[config.mk]
export PLATFORM = sky130hd
export DESIGN_NAME = trap_ctrl
export DESIGN_NICKNAME = d
export VERILOG_FILES = /design/src/rtl/trap_ctrl_pkg.sv /design/src/rtl/trap_ctrl_irq_sync.sv /design/src/rtl/trap_ctrl.sv
export SDC_FILE = /design/constraint.sdc
export NUM_CORES = 1
export LEC_CHECK = 0
export CAP_MARGIN = 20
export CORE_AREA = 2 2 169 171
export DETAILED_ROUTE_END_ITERATION = 8
export DIE_AREA = 0 0 171 173
export PLACE_DENSITY = 0.51
export SYNTH_ARGS = -nofsm -noshare
export SYNTH_HDL_FRONTEND = slang
export SYNTH_SLANG_ARGS = --single-unit
[constraint.sdc]
create_clock -name clk_i -period 6 [get_ports clk_i]
set_input_delay 1.8 -clock clk_i [delete_from_list [all_inputs] [get_ports clk_i]]
set_output_delay 1.8 -clock clk_i [all_outputs]
set_load 0.03 [all_outputs]
[src/rtl/trap_ctrl_pkg.sv]
// Shared XLEN, stall causes, trap FSM states and trap cause codes for the trap sequencer.
// Stands in for the ceres_param additions used by trap_ctrl.
package trap_ctrl_pkg;

    localparam int XLEN = 32;

    typedef enum logic [2:0] {
        NO_STALL,
        IMISS_STALL,
        DMISS_STALL,
        ALU_STALL,
        FENCEI_STALL,
        LSU_STALL
    } stall_e;

    typedef enum logic [1:0] {
        IDLE,
        TAKE,
        REDIR,
        MRET_R
    } trap_state_e;

    localparam logic [XLEN-1:0] EXC_BREAKPOINT = 32'h0000_0003;
    localparam logic [XLEN-1:0] IRQ_MSI        = 32'h8000_0003;
    localparam logic [XLEN-1:0] IRQ_MTI        = 32'h8000_0007;
    localparam logic [XLEN-1:0] IRQ_MEI        = 32'h8000_000B;

    localparam int MIP_MSIP = 3;
    localparam int MIP_MTIP = 7;
    localparam int MIP_MEIP = 11;

    // LSU_STALL deliberately does not hold the trap sequencer.
    function automatic logic isHeld(input stall_e stall);
        return stall inside {IMISS_STALL, DMISS_STALL, ALU_STALL, FENCEI_STALL};
    endfunction

endpackage

[src/rtl/trap_ctrl_irq_sync.sv]
// Multi-flop synchronizer for one asynchronous level interrupt line; clears to 0 on reset.
module irq_sync #(
    parameter int SYNC_STAGES = 2
) (
    input  logic clk_i,
    input  logic rst_ni,
    input  logic async_i,
    output logic sync_o
);

    logic [SYNC_STAGES-1:0] chain_q;

    always_ff @(posedge clk_i) begin
        if (!rst_ni) begin
            chain_q <= '0;
        end else begin
            chain_q <= {chain_q[SYNC_STAGES-2:0], async_i};
        end
    end

    assign sync_o = chain_q[SYNC_STAGES-1];

endmodule

[src/rtl/trap_ctrl.sv]
// Trap sequencer: arbitrates breakpoints, sync exceptions and M-mode interrupts, sequences MRET.
// Optional macro TRAP_VECTORED_EN enables vectored interrupt targets when mtvec_i[1:0]==1.
import trap_ctrl_pkg::*;

module trap_ctrl #(
    parameter int SYNC_STAGES = 2
) (
    input  logic            clk_i,
    input  logic            rst_ni,
    input  stall_e          stall_i,
    input  logic            instr_valid_i,
    input  logic [XLEN-1:0] instr_pc_i,
    input  logic            exc_valid_i,
    input  logic [XLEN-1:0] exc_cause_i,
    input  logic [XLEN-1:0] exc_tval_i,
    input  logic            mret_i,
    input  logic            sw_irq_i,
    input  logic            timer_irq_i,
    input  logic            ext_irq_i,
    input  logic            mstatus_mie_i,
    input  logic [XLEN-1:0] mie_i,
    input  logic [XLEN-1:0] mtvec_i,
    input  logic [XLEN-1:0] mepc_i,
    input  logic [XLEN-1:0] tdata1_i,
    input  logic [XLEN-1:0] tdata2_i,
    output logic            trap_active_o,
    output logic [XLEN-1:0] trap_cause_o,
    output logic [XLEN-1:0] trap_mepc_o,
    output logic [XLEN-1:0] trap_tval_o,
    output logic [XLEN-1:0] mip_o,
    output logic            flush_o,
    output logic            redirect_valid_o,
    output logic [XLEN-1:0] redirect_pc_o
);

    trap_state_e     state_q, state_d;
    logic            pulseDone_q, pulseDone_d;
    logic [XLEN-1:0] trapCause_q, trapMepc_q, trapTval_q;
    logic            msiSync, mtiSync, meiSync;
    logic            held, bpHit, excHit, irqOk, msiHit, mtiHit, meiHit, trapHit, mretHit;
    logic            loadTrap;
    logic [XLEN-1:0] nextCause, nextTval, trapTarget;
    logic            unusedBits;

    irq_sync #(.SYNC_STAGES(SYNC_STAGES)) uSyncMsi (
        .clk_i(clk_i), .rst_ni(rst_ni), .async_i(sw_irq_i),    .sync_o(msiSync));
    irq_sync #(.SYNC_STAGES(SYNC_STAGES)) uSyncMti (
        .clk_i(clk_i), .rst_ni(rst_ni), .async_i(timer_irq_i), .sync_o(mtiSync));
    irq_sync #(.SYNC_STAGES(SYNC_STAGES)) uSyncMei (
        .clk_i(clk_i), .rst_ni(rst_ni), .async_i(ext_irq_i),   .sync_o(meiSync));

    always_comb begin
        mip_o           = '0;
        mip_o[MIP_MSIP] = msiSync;
        mip_o[MIP_MTIP] = mtiSync;
        mip_o[MIP_MEIP] = meiSync;
    end

    // An MRET in execute suppresses interrupts; they are re-evaluated once MIE is restored.
    always_comb begin
        held    = isHeld(stall_i);
        bpHit   = instr_valid_i && (tdata1_i[31:28] == 4'd2) && tdata1_i[6] && tdata1_i[2]
                  && (tdata2_i != '0) && (instr_pc_i == tdata2_i);
        excHit  = instr_valid_i && exc_valid_i;
        irqOk   = instr_valid_i && mstatus_mie_i && !mret_i;
        meiHit  = irqOk && mie_i[MIP_MEIP] && mip_o[MIP_MEIP];
        msiHit  = irqOk && mie_i[MIP_MSIP] && mip_o[MIP_MSIP];
        mtiHit  = irqOk && mie_i[MIP_MTIP] && mip_o[MIP_MTIP];
        trapHit = bpHit || excHit || meiHit || msiHit || mtiHit;
        mretHit = instr_valid_i && mret_i;

        nextCause = IRQ_MTI;
        nextTval  = '0;
        if (bpHit) begin
            nextCause = EXC_BREAKPOINT;
            nextTval  = instr_pc_i;
        end else if (excHit) begin
            nextCause = exc_cause_i;
            nextTval  = exc_tval_i;
        end else if (meiHit) begin
            nextCause = IRQ_MEI;
        end else if (msiHit) begin
            nextCause = IRQ_MSI;
        end
    end

    always_comb begin
        trapTarget = {mtvec_i[XLEN-1:2], 2'b00};
`ifdef TRAP_VECTORED_EN
        if ((mtvec_i[1:0] == 2'b01) && trapCause_q[XLEN-1]) begin
            trapTarget = {mtvec_i[XLEN-1:2], 2'b00}
                       + {{(XLEN-7){1'b0}}, trapCause_q[4:0], 2'b00};
        end
`endif
    end

    // Strobes fire on the first cycle of a state only; pulseDone_q marks a held repeat.
    always_comb begin
        state_d          = state_q;
        loadTrap         = 1'b0;
        trap_active_o    = 1'b0;
        flush_o          = 1'b0;
        redirect_valid_o = 1'b0;
        redirect_pc_o    = '0;
        unique case (state_q)
            IDLE: begin
                if (!held) begin
                    if (trapHit) begin
                        state_d  = TAKE;
                        loadTrap = 1'b1;
                    end else if (mretHit) begin
                        state_d = MRET_R;
                    end
                end
            end
            TAKE: begin
                trap_active_o = !pulseDone_q;
                flush_o       = 1'b1;
                if (!held) state_d = REDIR;
            end
            REDIR: begin
                redirect_valid_o = !pulseDone_q;
                flush_o          = 1'b1;
                redirect_pc_o    = trapTarget;
                if (!held) state_d = IDLE;
            end
            MRET_R: begin
                redirect_valid_o = !pulseDone_q;
                flush_o          = 1'b1;
                redirect_pc_o    = mepc_i;
                if (!held) state_d = IDLE;
            end
            default: state_d = IDLE;
        endcase
        pulseDone_d = (state_q != IDLE) && (state_d == state_q);
    end

    always_ff @(posedge clk_i) begin
        if (!rst_ni) begin
            state_q     <= IDLE;
            pulseDone_q <= 1'b0;
            trapCause_q <= '0;
            trapMepc_q  <= '0;
            trapTval_q  <= '0;
        end else begin
            state_q     <= state_d;
            pulseDone_q <= pulseDone_d;
            if (loadTrap) begin
                trapCause_q <= nextCause;
                trapMepc_q  <= instr_pc_i;
                trapTval_q  <= nextTval;
            end
        end
    end

    assign trap_cause_o = trapCause_q;
    assign trap_mepc_o  = trapMepc_q;
    assign trap_tval_o  = trapTval_q;

    assign unusedBits = ^{mie_i, tdata1_i, mtvec_i[1:0]};

endmodule

==> qor.csv <==
metric,value,unit
Initial Util,20.4,%
sequential fraction of the synthesis area,37.3,%
Setup Buffers After CTS,0,
Cell Pwr Density,204,nW/um^2
Fill cells,2903,
Comb pwr share,30.3,%
CTS max path bufs,2,
CTS Hold Buffers Added,0,
Worst VDD drop,0.103,mV
worst-path maximum fanout,1,
pin count of the biggest net entering global routing,101,
Yosys reg bits,105,
Async SR Flop Fraction,0,%
Critical Path RT,4.20,ns
clock slew at reported path FFs,0.07,ns
layout cell share with drive strength beyond 1,7.59,%
Mapped Cells,623,
IO buf count,344,
Synth Area per Inst,9.04,sq um
Final setup viols,0,
Vias,5752,
Net Sw Power,0.636,mW
first-pass GRT wire length,35.3,mm
Synth Warn #,0,
RSZ-0062 raised after global routing,no,
setup_tns,0,ns
CP endpoint kind,primary output,
Slew @ Worst Pin,1.00,ns
# Max-Cap Violations,0,
FF/Latch Area,2100,sq um
"commonest non-fill, non-tap cells in the layout","clkdlybuf4s50_1, dfxtp_1, nand2_1, o211ai_1, nor3_1",
multi-input combinational cell area,3010,sq um
Relative slew margins,33.2,%
part of the power in the clock network,30.2,%
I/O pin cnt,431,
P_int,1.31,mW
Die W,171,microns
routability congestion estimate,0.747,
Reg power frac,39.5,%
Worst Skew,0.0120,ns
routed wire length,24.4,mm
core footprint,27600,sq um
TritonCTS clock tree,yes,
switch share,32.7,%
final net count,1199,
Tot Pwr,1.94,mW
DP Wirelength,18.6,mm
number of synthesized flops with an enable pin,0,
H-Tree Depth,3,
post-synthesis cell type count,43,
min-delay worst type,reg2reg,
"Slew Viols, Final",0,
Pleak,3.41,nW
Layout area overhead,69.4,%
fmax,195,MHz
PostCTS Resize Cnt,0,
synthesized area,5630,sq um
remaining global-route overflow,0,
arrival time worst endpoint,3.33,ns
"Clk Latency, worst-skew pair",0.36,ns
DIE AREA,29600,sq um
min Tclk post-route,5.13,ns
"Hold Vio Cnt, Final",0,
DRC viols,0,
Vias/cell,4.37,
First DRT Iteration DRCs,236,
CTS Sinks,105,
Critical Path Source Type,primary input,
status,finished clean,
WS Path Type,in2out,
First-pass DRT Iterations,4,
initial antenna violation count,3,
top_reg_cell synth,dfxtp_1,
crit share post-route,85.5,%
"commonest non-fill, non-tap cell in the layout",clkdlybuf4s50_1,
vias in the first global route,5612,
root buf cell,clkbuf_16,
row count,61,
Routed Antenna Nets,0,
CTS Buf Count,9,
Wirelength per Cell,18.6,microns
Die Y-Extent,173,microns
Global Route Usage Sum,15.9,%
[cells by family (layout without fill, tap and decap cells)]
kind of cell	Yosys count	in the layout	synth area share (%)
XOR/XNOR	34	34	5.29
multiplexers	30	30	5.33
AND/OR/NAND/NOR	198	198	18.6
AO/OA/AOI/OAI	138	138	21.9
flip-flops	105	105	37.3
buffers and inverters	117	402	11.6
other	1	30	0.0666
[layout make-up]
class	instances	area share (%)
sequential	105	22.1
inverter	32	1.26
clock buffer	9	2.36
multi-input combinational	429	31.6
clock inverter	7	0.538
antenna	1	0.0262
timing repair buffer	354	37.2
tap	378	4.96
[worst max-delay path: stages]
cell             delay, ns
clkdlybuf4s50_1       0.46
mux2i_1               0.07
nor2b_1               0.27
clkdlybuf4s50_1       0.73
[through the flow]
stage / cell area, sq um / hold WS [ns] / worst slack (ns) / cells / utilization [%]
2_1_floorplan: 5740 / 0.412 / 1.89 / 651 / -
3_3_place_gp: 9260 / 0.415 / 0.840 / 1298 / 33.5
3_5_place_dp: 9260 / 0.421 / 0.836 / 1298 / 33.5
4_1_cts: 9540 / 0.438 / 0.839 / 1314 / 34.5
5_1_grt: 9540 / 0.454 / 0.850 / 1314 / 34.5
6_report: 9540 / 0.439 / 0.870 / 1315 / 34.5
[Yosys cell counts (3+ instances only)]
| cell | instances | area [sq um] |
|---|---|---|
| and3_1 | 4 | 25.0 |
| mux2i_1 | 30 | 300 |
| nor4_1 | 25 | 156 |
| a221oi_2 | 32 | 480 |
| clkbuf_1 | 21 | 78.8 |
| a22o_1 | 27 | 236 |
| buf_1 | 4 | 15.0 |
| xor2_1 | 32 | 280 |
| and2_1 | 7 | 43.8 |
| o21ai_1 | 11 | 55.1 |
| nand4_1 | 4 | 25.0 |
| buf_4 | 42 | 315 |
| o211ai_1 | 35 | 263 |
| inv_1 | 32 | 120 |
| nand2_1 | 68 | 255 |
| o221a_2 | 3 | 33.8 |
| nor3_1 | 35 | 175 |
| dfxtp_1 | 105 | 2100 |
| buf_6 | 5 | 56.3 |
| nor2_1 | 5 | 18.8 |
| o21ai_0 | 24 | 120 |
| nor2b_1 | 31 | 194 |
| buf_2 | 12 | 60.1 |
| nand3_1 | 6 | 30.0 |
[worst paths after layout]
kind / start / end / slack (ns) / cells after the start
setup / recovery: mepc_i[25] / redirect_pc_o[25] / 0.87 / 4
hold / removal: uSyncMei.chain_q[0] / uSyncMei.chain_q[1] / 0.44 / 1
setup reg to reg: state_q[0] / trap_cause_o[0] / 3.01 / 6
hold reg to reg: uSyncMei.chain_q[0] / uSyncMei.chain_q[1] / 0.44 / 1
[state kept, by name, summed over array words and instances (netlist names)]
signal / flops
state_q: 2
trap_mepc_o: 32
uSyncMei.chain_q: 2
pulseDone_q: 1
uSyncMti.chain_q: 2
trap_tval_o: 32
trap_cause_o: 32
uSyncMsi.chain_q: 2
[metal layers]
| layer | global-route usage [%] | vias to the layer above | routed length (microns) |
|---|---|---|---|
| li1 | - | 2792 | - |
| met1 | 18.6 | 2669 | 9720 |
| met2 | 27.6 | 258 | 11900 |
| met3 | 4.49 | 31 | 2260 |
| met4 | 5.08 | 2 | 533 |
| met5 | 0 | - | 13 |
[power by group through the flow]
stage	combinational (mW)	sequential [mW]	clock (mW)
2_1_floorplan	0.239	0.846	0
3_3_place_gp	0.593	0.784	0
3_5_place_dp	0.594	0.784	0
4_1_cts	0.597	0.769	0.607
5_1_grt	0.625	0.774	0.637
6_report	0.589	0.768	0.586
No activity file was read; power rests on OpenSTA's default activity.
